==> src/rtl/paddle_ctrl_gen.sv <==
// Paddle position controller: synchronised active-low buttons -> saturating y_paddle,
// stepped on a prescaled tick with hold-to-accelerate. Optional auto-tracking via PADDLE_AUTO_EN.
module paddle_ctrl_gen #(
  parameter int POS_W       = 10,
  parameter int POS_MIN     = 0,
  parameter int POS_MAX     = 420,
  parameter int POS_INIT    = 210,
  parameter int WAIT_CYCLES = 2500000,
  parameter int CNT_W       = 22,
  parameter int STEP_SLOW   = 1,
  parameter int STEP_FAST   = 4,
  parameter int ACCEL_TICKS = 8
) (
  input  logic             in_clk,
  input  logic             reset,
  input  logic             push1,
  input  logic             push2,
`ifdef PADDLE_AUTO_EN
  input  logic             auto_en,
  input  logic [POS_W-1:0] target_y,
`endif
  output logic [POS_W-1:0] y_paddle,
  output logic             at_min,
  output logic             at_max,
  output logic             fast
);

  typedef enum logic [1:0] {IDLE, SLOW, FAST} state_t;

  localparam int HW = $clog2(ACCEL_TICKS + 1);
  localparam logic [POS_W:0]   MIN_E  = (POS_W+1)'(POS_MIN);
  localparam logic [POS_W:0]   MAX_E  = (POS_W+1)'(POS_MAX);
  localparam logic [POS_W:0]   S_SLOW = (POS_W+1)'(STEP_SLOW);
  localparam logic [POS_W:0]   S_FAST = (POS_W+1)'(STEP_FAST);
  localparam logic [CNT_W-1:0] CNT_TOP = CNT_W'(WAIT_CYCLES - 1);
  localparam logic [HW-1:0]    HOLD_TOP = HW'(ACCEL_TICKS);

  logic [1:0]       sync1, sync2;
  logic [CNT_W-1:0] cnt;
  logic             tick;
  state_t           state, state_n;
  logic [HW-1:0]    hold, hold_n, hold_inc;
  logic             dir, dir_n;        // 1 = down (increasing y)
  logic             req_up, req_dn, move, use_fast;
  logic [POS_W:0]   step, y_ext, diff, sum, y_w;

  // Synchronisers idle at 1 so a released button reads as released out of reset
  always_ff @(posedge in_clk or negedge reset) begin
    if (!reset) begin
      sync1 <= 2'b11;
      sync2 <= 2'b11;
    end else begin
      sync1 <= {sync1[0], push1};
      sync2 <= {sync2[0], push2};
    end
  end

  always_ff @(posedge in_clk or negedge reset) begin
    if (!reset) cnt <= '0;
    else        cnt <= tick ? '0 : cnt + CNT_W'(1);
  end

  assign tick  = (cnt == CNT_TOP);
  assign y_ext = {1'b0, y_paddle};

  always_comb begin
    req_up = !sync1[1] &&  sync2[1];
    req_dn =  sync1[1] && !sync2[1];
`ifdef PADDLE_AUTO_EN
    if (auto_en) begin
      req_up = (target_y < y_paddle);
      req_dn = (target_y > y_paddle);
    end
`endif
  end

  assign hold_inc = (hold == HOLD_TOP) ? hold : hold + HW'(1);

  always_comb begin
    state_n  = state;
    hold_n   = hold;
    dir_n    = dir;
    move     = 1'b0;
    use_fast = 1'b0;
    if (tick && (req_up || req_dn)) begin
      move  = 1'b1;
      dir_n = req_dn;
      case (state)
        IDLE: begin
          state_n = SLOW;
          hold_n  = HW'(1);
        end
        SLOW: begin
          if (req_dn == dir) begin
            hold_n = hold_inc;
            if (hold_inc == HOLD_TOP) state_n = FAST;
          end else begin
            hold_n = HW'(1);
          end
        end
        FAST: begin
          if (req_dn == dir) begin
            use_fast = 1'b1;
            hold_n   = hold_inc;
          end else begin
            state_n = SLOW;
            hold_n  = HW'(1);
          end
        end
        default: begin
          state_n = IDLE;
          hold_n  = '0;
        end
      endcase
    end else if (tick) begin
      state_n = IDLE;
      hold_n  = '0;
    end
  end

  // Clamp in POS_W+1 bits; step > y flags an underflow past zero
  always_comb begin
    step = use_fast ? S_FAST : S_SLOW;
`ifdef PADDLE_AUTO_EN
    if (auto_en) begin
      if ((target_y > y_paddle) && ({1'b0, target_y} - y_ext < step))
        step = {1'b0, target_y} - y_ext;
      else if ((target_y < y_paddle) && (y_ext - {1'b0, target_y} < step))
        step = y_ext - {1'b0, target_y};
    end
`endif
    diff = y_ext - step;
    sum  = y_ext + step;
    y_w  = y_ext;
    if (move) begin
      if (dir_n) y_w = (sum > MAX_E) ? MAX_E : sum;
      else       y_w = ((step > y_ext) || (diff < MIN_E)) ? MIN_E : diff;
    end
  end

  always_ff @(posedge in_clk or negedge reset) begin
    if (!reset) begin
      state    <= IDLE;
      hold     <= '0;
      dir      <= 1'b0;
      y_paddle <= POS_W'(POS_INIT);
      at_min   <= (POS_INIT == POS_MIN);
      at_max   <= (POS_INIT == POS_MAX);
      fast     <= 1'b0;
    end else begin
      state    <= state_n;
      hold     <= hold_n;
      dir      <= dir_n;
      y_paddle <= y_w[POS_W-1:0];
      at_min   <= (y_w == MIN_E);
      at_max   <= (y_w == MAX_E);
      fast     <= (state_n == FAST);
    end
  end

endmodule

==> config.mk <==
export PLATFORM = sky130hd
export DESIGN_NAME = paddle_ctrl_gen
export DESIGN_NICKNAME = d
export VERILOG_FILES = /design/src/rtl/paddle_ctrl_gen.sv
export SDC_FILE = /design/constraint.sdc
export NUM_CORES = 1
export LEC_CHECK = 0
export ABC_AREA = 1
export ABC_CLOCK_PERIOD_IN_PS = 6400
export BUFFER_PORTS_ARGS = -buffer_cell sky130_fd_sc_hd__buf_4
export CAP_MARGIN = 20
export CELL_PAD_IN_SITES_DETAIL_PLACEMENT = 0
export CELL_PAD_IN_SITES_GLOBAL_PLACEMENT = 2
export CORE_ASPECT_RATIO = 0.8
export CORE_MARGIN = 3
export CORE_UTILIZATION = 35
export DETAILED_ROUTE_END_ITERATION = 10
export MAX_ROUTING_LAYER = met4
export PLACE_DENSITY = 0.78
export SETUP_SLACK_MARGIN = 0.2
export SLEW_MARGIN = 15
export SYNTH_ARGS = -nofsm -noshare
export SYNTH_HDL_FRONTEND = slang
export SYNTH_SLANG_ARGS = --single-unit
==> constraint.sdc <==
create_clock -name in_clk -period 6.4 [get_ports in_clk]
set_input_delay 0.96 -clock in_clk [delete_from_list [all_inputs] [get_ports in_clk]]
set_output_delay 0.96 -clock in_clk [all_outputs]
set_load 0.005 [all_outputs]
==> run metrics <==
reg2reg end at_max; die area approximately 10000 sq um; Synth Cell Area 3030 sq um; Worst-path clk slew ~0.090 ns; Syn Inst Count just over 400; Die Span X about 110 um; crit path to at_max; synth cell count leaders nand2_1, inv_1, dfrtp_1, nor2_1, nand3_1; Post-synth EDFFs 0; all-layer global routing usage 17.0%; DRT Pass-1 Iters 4; data arrival time of the worst path a little under 4 ns; worst-path maximum fanout 6; final net count 450; Worst VDD drop between 0.08 and 0.09 mV; Worst Setup SP cnt[0]; worst rel slew slack approximately three fifths; share of layout cells above drive strength 1 approximately 16%; most frequent CP cell nand2_1; CTS tree built; GRT overflow 0; post-layout minimum cycle time approximately 3.7 ns; clk root buf clkbuf_8; leakage power between 1.5 and 2 nW; Stages on worst setup path 21; top-count cell post-synth nand2_1; Core Rows 29; initial antenna violation count 0; yosys warns 0; first-pass GRT wire length around 12,000 um; deepest clock path buffer count 2; Post-CTS Setup Bufs 0; critical-path cell list ha_1 -> nand2_2 -> nor2_4 -> nand4_1 -> nor2_2 -> nand2_1 -> nor2_1 -> inv_1 -> ha_1 -> inv_2 -> nand3_1 -> nand2_2 -> nand3_1 -> o21ai_1 -> nand2_1 -> nand2_2 -> nand2_1 -> o21ai_1 -> inv_1 -> nand2_1 -> nor2_1; post-synth cell types 38; setup ws final 2.70 ns; Yosys top cell area share a little under a third; largest cells by area after synthesis dfrtp_1, nand2_1, inv_1; Clock Latency Late Sink about 0.3 ns; vias in the first global route 2,394; ANT nets after route 0; Crit path required time approximately 6.6 ns; Worst Clk Skew approximately 0.0057 ns; critical path endpoint category flop; worst min path class flop to flop; Fin. Hold Viols 0; RSZ-0062 raised after global routing no; via count 2,577; Fmax achieved ~0.27 GHz; critical path type flop to flop; # resized after CTS 0; max cap viols 0; Syn Area/Cell between 7 and 8 sq um; Ports 17; WL final 7500 um; Finish-stage setup viols 0; DRC Markers 0; I/O Buffers 16; Final Cycle Share around 58%; Place WS 2.72 ns; iteration-0 DRC count of the detailed router 119; Synth-to-Final Area Change 12.3%; pin count of the biggest net entering global routing 47; Pwr Density ~170 nW/um^2; Worst Max-Slew Pin Slew slightly below 0.6 ns; Top FF cell, synth dfrtp_1; Post-CTS Hold Buffers 0; HPWL after detailed placement about 5900 um; CP bufs+invs 3; initial core utilization 37.1%; Slew Limit Fails 0; WL per Instance around 14 um; CP startpoint kind flop; Synth area leader dfrtp_1; FF-to-FF path depth 21; register area share after synthesis 38.4%; setup TNS 0 ns; slowest cell delay on critical path 0.38 ns; Die H 89.2 um; DR vias/cell approximately 4.8; status finished, final reports clean; flops & latches, synth between 40 and 50; Num CTS Buffers 5; Antenna Cells 0; GP Congestion roughly 0.84; WHS Path Cells 0; Sink Count 46; Placed Area between 3000 and 4000 sq um; Synthesized Nets 430; Reg2Reg Setup Slack around 2.7 ns; critical path's top delay family simple AND/OR/NAND/NOR gates; Slowest-stage cell, CP dfrtp_1; worst reg2reg path startpoint cnt[0]; CTS H-tree lvls 2; FFs w/ async S/R, synth between 90% and 100%; core region area around 8200 sq um; cell area after layout about 3400 sq um
logic make-up after synthesis:
group	after synthesis	synth area share, %
AND/OR/NAND/NOR	206	31.6
buffers and inverters	80	10.3
AO/OA/AOI/OAI	52	9.88
flip-flops	46	38.4
XOR/XNOR	14	4.05
adder cells (fa/ha/maj)	14	5.79
cell type report:
type / count / area, sq um
well taps: 108 / 135
fillers: 887 / 4770
clock inverters: 3 / 68.8
multi-input cells: 286 / 1550
flip-flops and latches: 46 / 1160
clock buffers: 5 / 68.8
repair buffers: 16 / 120
inverters: 77 / 289
registers in the layout, summed over array words and instances (netlist names):
name and count:
fast 1, cnt 22, at_min 1, y_paddle 10, at_max 1, state 2
dir 1, sync1 2, hold 4, sync2 2
layout by cell type (no fill, tap or decap), types with 8 or more instances in the layout:
cell type,count
nand2_1,97
inv_1,70
dfrtp_1,38
nor2_1,36
nand3_1,27
o21ai_0,21
buf_4,16
a21oi_1,14
ha_1,14
nand4_1,11
nand2_2,11
xor2_1,10
dfstp_2,8
through the flow:
| stage | power, W | hold slack, ns | utilization, % | cells |
|---|---|---|---|---|
| 2_1_floorplan | 0.000301 | 0.345 | - | 412 |
| 3_3_place_gp | 0.000310 | 0.346 | 39.9 | 533 |
| 3_5_place_dp | 0.000310 | 0.348 | 39.9 | 533 |
| 4_1_cts | 0.000577 | 0.363 | 41.6 | 541 |
| 5_1_grt | 0.000589 | 0.367 | 41.6 | 541 |
| 6_report | 0.000565 | 0.361 | 41.6 | 541 |
worst min path at each step:
stage / start / endpoint / slack [ns]
finish: sync2[0] / sync2[1] / 0.36
floorplan: sync1[0] / sync1[1] / 0.35
global route: sync2[0] / sync2[1] / 0.37
CTS: sync2[0] / sync2[1] / 0.36
detailed placement: sync2[0] / sync2[1] / 0.35
global placement: sync2[0] / sync2[1] / 0.35
power breakdown:
part	leakage (nW)	switching [W]	total [W]	internal [W]
sequential	0.595	0.000000425	0.000293	0.000293
combinational	1.16	0.00000822	0.0000102	0.00000193
clock	0.0683	0.000105	0.000262	0.000157
total	1.82	0.000114	0.000565	0.000451
layer usage:
| metal | GRT usage, % | part of all wire [%] |
|---|---|---|
| met5 | - | 0 |
| met2 | 20.8 | 37 |
| met3 | 2.67 | 3.4 |
| met4 | 2.83 | 0.59 |
| met1 | 28.3 | 59 |
worst reg2reg max path, stage by stage (launching register included):
cell and delay (ns):
dfrtp_1 0.38, ha_1 0.20, nand2_2 0.09, nor2_4 0.13, nand4_1 0.12, nor2_2 0.25
nand2_1 0.18, nor2_1 0.19, inv_1 0.10, ha_1 0.37, inv_2 0.11, nand3_1 0.10
nand2_2 0.15, nand3_1 0.11, o21ai_1 0.37, nand2_1 0.12, nand2_2 0.13, nand2_1 0.09
o21ai_1 0.20, inv_1 0.10, nand2_1 0.08, nor2_1 0.04
Note: power is estimated with default switching activity, not from simulation.
